--- src/rtl/shiftreg8_sched_pkg.sv ---
// Shared types and constants for the shiftreg8_sched delay sequencer.
// Holds the FSM state encoding, the width constants and the tap-validity helper.
package shiftreg8_sched_pkg;

  localparam int DLY_W  = 2;
  localparam int DATA_W = 8;
  localparam int STAGES = 3;

  typedef enum logic {
    ST_RUN   = 1'b0,
    ST_DRAIN = 1'b1
  } state_e;

  // Delay 0 is a combinational pass-through, so validity comes from the live accept.
  function automatic logic tap_valid(
    input logic [DLY_W-1:0]  sel,
    input logic              acc,
    input logic [STAGES:1]   vld
  );
    logic v;
    case (sel)
      2'd0:    v = acc;
      2'd1:    v = vld[1];
      2'd2:    v = vld[2];
      default: v = vld[3];
    endcase
    return v;
  endfunction

endpackage

--- src/rtl/my_dff8.sv ---
// Plain 8-bit data flop with no enable and no reset.
// Validity is tracked elsewhere, so the data path can stay free-running.
module my_dff8 (
  input  logic       clk,
  input  logic [7:0] d,
  output logic [7:0] q
);

  always_ff @(posedge clk) begin
    q <= d;
  end

endmodule

--- src/rtl/shiftreg8_3.sv ---
// Three-stage 8-bit tapped shift register built from my_dff8.
// sel picks the tap: 0 is the input itself, 1..3 are the stage outputs.
module shiftreg8_3 (
  input  logic       clk,
  input  logic [7:0] d,
  input  logic [1:0] sel,
  output logic [7:0] q
);

  logic [7:0] tap [1:3];

  genvar gi;
  generate
    for (gi = 1; gi <= 3; gi++) begin : g_stage
      if (gi == 1) begin : g_first
        my_dff8 u_dff (
          .clk (clk),
          .d   (d),
          .q   (tap[1])
        );
      end else begin : g_rest
        my_dff8 u_dff (
          .clk (clk),
          .d   (tap[gi-1]),
          .q   (tap[gi])
        );
      end
    end
  endgenerate

  always_comb begin
    q = d;
    case (sel)
      2'd0:    q = d;
      2'd1:    q = tap[1];
      2'd2:    q = tap[2];
      default: q = tap[3];
    endcase
  end

endmodule

--- src/rtl/shiftreg8_sched.sv ---
// Sequencer for a 0-3 cycle programmable delay line: owns the tap select,
// tracks per-stage validity and drains in-flight samples before a tap change.
import shiftreg8_sched_pkg::*;

module shiftreg8_sched #(
  parameter logic [DLY_W-1:0] RESET_DELAY = 2'd0
) (
  input  logic              clk,
  input  logic              reset,
  input  logic              in_valid,
  input  logic [DATA_W-1:0] in_data,
  output logic              in_ready,
  input  logic              cfg_valid,
  input  logic [DLY_W-1:0]  cfg_delay,
  output logic              cfg_ready,
  output logic              out_valid,
  output logic [DATA_W-1:0] out_data,
  output logic [DLY_W-1:0]  sel,
  output logic              busy
);

  state_e            state_q, state_d;
  logic [DLY_W-1:0]  sel_q, sel_d;
  logic [DLY_W-1:0]  pending_q, pending_d;
  logic [STAGES:1]   vld_q, vld_d;
  logic              acc;

  assign in_ready  = (state_q == ST_RUN);
  assign cfg_ready = (state_q == ST_RUN);
  assign busy      = (state_q == ST_DRAIN);
  assign sel       = sel_q;
  assign acc       = in_valid & in_ready;
  // During DRAIN the old tap stays selected, so queued samples exit on schedule.
  assign out_valid = tap_valid(sel_q, acc, vld_q);

  always_comb begin
    state_d   = state_q;
    sel_d     = sel_q;
    pending_d = pending_q;
    vld_d     = {vld_q[2:1], acc};
    case (state_q)
      ST_RUN: begin
        if (cfg_valid && (cfg_delay != sel_q)) begin
          pending_d = cfg_delay;
          state_d   = ST_DRAIN;
        end
      end
      ST_DRAIN: begin
        // Switch only once every stage is empty, whatever the current tap.
        if (vld_q == '0) begin
          sel_d   = pending_q;
          state_d = ST_RUN;
        end
      end
      default: state_d = ST_RUN;
    endcase
  end

  always_ff @(posedge clk) begin
    if (reset) begin
      state_q   <= ST_RUN;
      sel_q     <= RESET_DELAY;
      pending_q <= RESET_DELAY;
      vld_q     <= '0;
    end else begin
      state_q   <= state_d;
      sel_q     <= sel_d;
      pending_q <= pending_d;
      vld_q     <= vld_d;
    end
  end

  shiftreg8_3 u_shreg (
    .clk (clk),
    .d   (in_data),
    .sel (sel_q),
    .q   (out_data)
  );

endmodule

--- config.mk ---
export PLATFORM = sky130hd
export DESIGN_NAME = shiftreg8_sched
export DESIGN_NICKNAME = d
export VERILOG_FILES = /design/src/rtl/shiftreg8_sched_pkg.sv /design/src/rtl/my_dff8.sv /design/src/rtl/shiftreg8_3.sv /design/src/rtl/shiftreg8_sched.sv
export SDC_FILE = /design/constraint.sdc
export NUM_CORES = 1
export LEC_CHECK = 0
export BUFFER_PORTS_ARGS = -buffer_cell sky130_fd_sc_hd__buf_2
export CAP_MARGIN = 0
export CORE_UTILIZATION = 49
export DETAILED_ROUTE_END_ITERATION = 12
export PLACE_DENSITY = 0.72
export SYNTH_ARGS = -nofsm -noshare
export SYNTH_HDL_FRONTEND = slang
export SYNTH_SLANG_ARGS = --single-unit
--- constraint.sdc ---
create_clock -name clk -period 1.2 [get_ports clk]
set_input_delay 0 -clock clk [delete_from_list [all_inputs] [get_ports clk]]
set_output_delay 0 -clock clk [all_outputs]
set_load 0.01 [all_outputs]
==> summary.md <==
| Metric | Value |
|---|---|
| # H-tree levels | `2` |
| Minimum clock period | `1480 ps` |
| Reg2Reg Depth | `5` |
| Nets | `128` |
| Failing checks | `setup timing` |
| Final setup viols | `12` |
| Leak | `0.636 nW` |
| Syn Inst Count | `66` |
| Crit-path cells | `buf_8 -> mux4_2 -> buf_6` |
| Drt wl/cell | `13.7 µm` |
| First-pass GRT wire length | `2530 µm` |
| Delay-heaviest family, CP | `multiplexers` |
| Worst Tran Pin Value | `279 ps` |
| HPWL after DPL | `1210 µm` |
| N_diodes | `0` |
| Drt drc | `0` |
| Starting Density | `52.6%` |
| Slew Limit Headroom | `81.3%` |
| Layout Skew | `14.6 ps` |
| Worst vdd ir | `0.00108 V` |
| Largest net degree at the start of global routing | `12` |
| Final Util | `75.0%` |
| Skew-Pair Late Insertion Delay | `330 ps` |
| Post-route cell area | `1490 µm²` |
| First-pass DRT Iterations | `4` |
| Initial antenna violation count | `0` |
| Hold depth | `3` |
| Drt via density | `4.73` |
| Clk sinks | `32` |
| Fmax | `678 MHz` |
| Post-synthesis sequential area ratio | `61.5%` |
| Critical path depth | `3` |
| WP buf/inv | `2` |
| Pwr Total | `2.16 mW` |
| Clk slew on worst S/H paths | `90 ps` |
| Max_cap viols | `0` |
| Final WS setup | `-276 ps` |
| GR Util All Layers | `17.1%` |
| WL final | `1940 µm` |
| HP Class | `in2reg` |
| CP Class | `reg2out` |
| Power per cell area | `1450 nW/µm²` |
| Gpl congestion | `0.731` |
| Layout area overhead | `42.6%` |
| Fillers | `127` |
| CP arrival | `1480 ps` |
| RSZ-0062 raised after global routing | `yes` |
| CTS root buf | `clkbuf_4` |
| Synth Cell Area | `1040 µm²` |
| CP max FO | `5` |
| Clock Path Buffers | `2` |
| Gr ovfl total | `0` |
| Max stage delay cell, worst path | `mux4_2` |
| DIE HEIGHT | `48.1 µm` |
| Slew Limit Fails | `0` |
| Inserted Clock Buffers | `5` |
| Chip width | `48.1 µm` |
| Io pins | `28` |
| Multi-input gate area | `374 µm²` |
| Worst setup SP type | `register` |
| WP data required | `1200 ps` |
| Mapped Nets | `80` |
| Final antenna-violating net count | `0` |
| Crit-path max cell delay | `510 ps` |
| Syn_area_per_cell | `15.8 µm²` |
| Flip-flop and latch area | `648 µm²` |
| Crit. End Element | `output pin` |
| Vias in the first global route | `575` |
| Synth unique cells | `16` |
| DIE AREA | `2320 µm²` |
| Port buffer count | `27` |
| CTS tree | `yes` |
| Core Region | `1980 µm²` |
| Initial drt markers | `5` |
| Yosys Warn Count | `0` |
| FP Rows | `16` |
| Crit share post-route | `123%` |
| Total number of vias | `672` |
| Run status | `finished with violations` |
| Placed Area | `1220 µm²` |
| Layout cells sized above 1 | `47.0%` |
| Final number of hold-violating endpoints | `0` |
| Number of synthesized register bits | `32` |
-- Yosys cell counts (all sizes together) --
| master | number | area share (%) |
|---|---|---|
| dfxtp | 32 | 61 |
| mux4 | 9 | 19 |
| mux2i | 4 | 3.8 |
| nand2b | 4 | 2.4 |
| buf | 3 | 2.3 |
| nor2 | 3 | 1.1 |
| nor2b | 3 | 1.8 |
| xor2 | 2 | 1.7 |
| and2b | 1 | 0.96 |
| inv | 1 | 0.36 |
| nor3 | 1 | 0.48 |
| nor4b | 1 | 2.3 |
| o211a | 1 | 0.96 |
| o21ba | 1 | 0.96 |
-- per-layer routing --
layer,GRT usage (%),vias up,wire [µm]
met1,21.8,322,821
met3,9.26,4,94
met5,0,-,0
li1,-,329,-
met4,6.67,0,38
met2,24.6,17,985
-- sequential cells by signal, summed over array words and instances (netlist names) --
register                         flops
busy                                 1
pending_q                            2
vld_q                                3
sel                                  2
u_shreg.g_stage.g_first.u_dff.q      8
u_shreg.g_stage.g_rest.u_dff.q      16
-- worst paths after layout --
| check | slack (ps) | from | endpoint |
|---|---|---|---|
| min reg2reg | 360 | u_shreg.g_stage[2].g_rest.u_dff.q[0] | u_shreg.g_stage[3].g_rest.u_dff.q[0] |
| max | -280 | sel[0] | out_data[7] |
| min | 30 | in_valid | vld_q[1] |
| max reg2reg | -50 | sel[0] | busy |
-- layout by cell type, fill, tap and decap left out, drive strengths merged --
master       instances
bufinv               1
inv                  1
and2b                1
mux2i                4
nor3                 1
clkbuf               5
clkinvlp             1
dlygate4sd3         11
o211a                1
xor2                 2
buf                 33
nor2                 3
clkinv               1
nand2b               4
nor2b                3
nor4b                1
dfxtp               32
o21ba                1
mux4                 9
-- cell type report --
| cell class | count | area share (%) |
|---|---|---|
| Clock buffer | 5 | 2.53 |
| Tap cell | 27 | 2.27 |
| Inverter | 1 | 0.253 |
| Multi-Input combinational cell | 30 | 25.2 |
| Timing Repair Buffer | 44 | 23.3 |
| Clock inverter | 3 | 2.86 |
| Sequential cell | 32 | 43.6 |
-- report_power, final --
part	total, mW	switching [mW]	internal, mW	leakage (nW)
Sequential	1.15	0.0309	1.12	0.269
Combinational	0.215	0.0763	0.139	0.325
Clock	0.795	0.361	0.434	0.0412
-- cells by family after synthesis --
kind of cell,Yosys count,synth area share [%]
flip-flops,32,61.5
multiplexers,13,23.3
AND/OR/NAND/NOR,13,9.00
buffers and inverters,4,2.64
AO/OA/AOI/OAI,2,1.92
XOR/XNOR,2,1.68
-- worst reg2reg max path, delay by kind of cell (launching register included) --
kind / cells / cell delay, ps
flops: 1 / 370
compound gates: 2 / 420
buf+inv: 2 / 230
xor+xnor: 1 / 130
-- per-stage QoR --
stage,std cells,hold slack [ps],setup TNS (ps),worst slack [ps]
finish,142,31.8,-2430,-276
global route,142,53.5,-3200,-349
CTS,141,25.7,-2500,-286
detailed placement,122,117,0,17.1
global placement,122,114,0,50.1
floorplan,66,27.7,0,71.7
-- timing repair --
| action | in CTS | in global routing |
|---|---|---|
| pin swaps | 0 | 2 |
| setup endpoints to repair | 9 | 12 |
| gates resized for setup | 3 | 12 |
| buffers inserted | 0 | 1 |
| hold endpoints to repair | 15 | 0 |
| hold buffers | 11 | 0 |
Note: power is estimated with default switching activity, not from simulation.
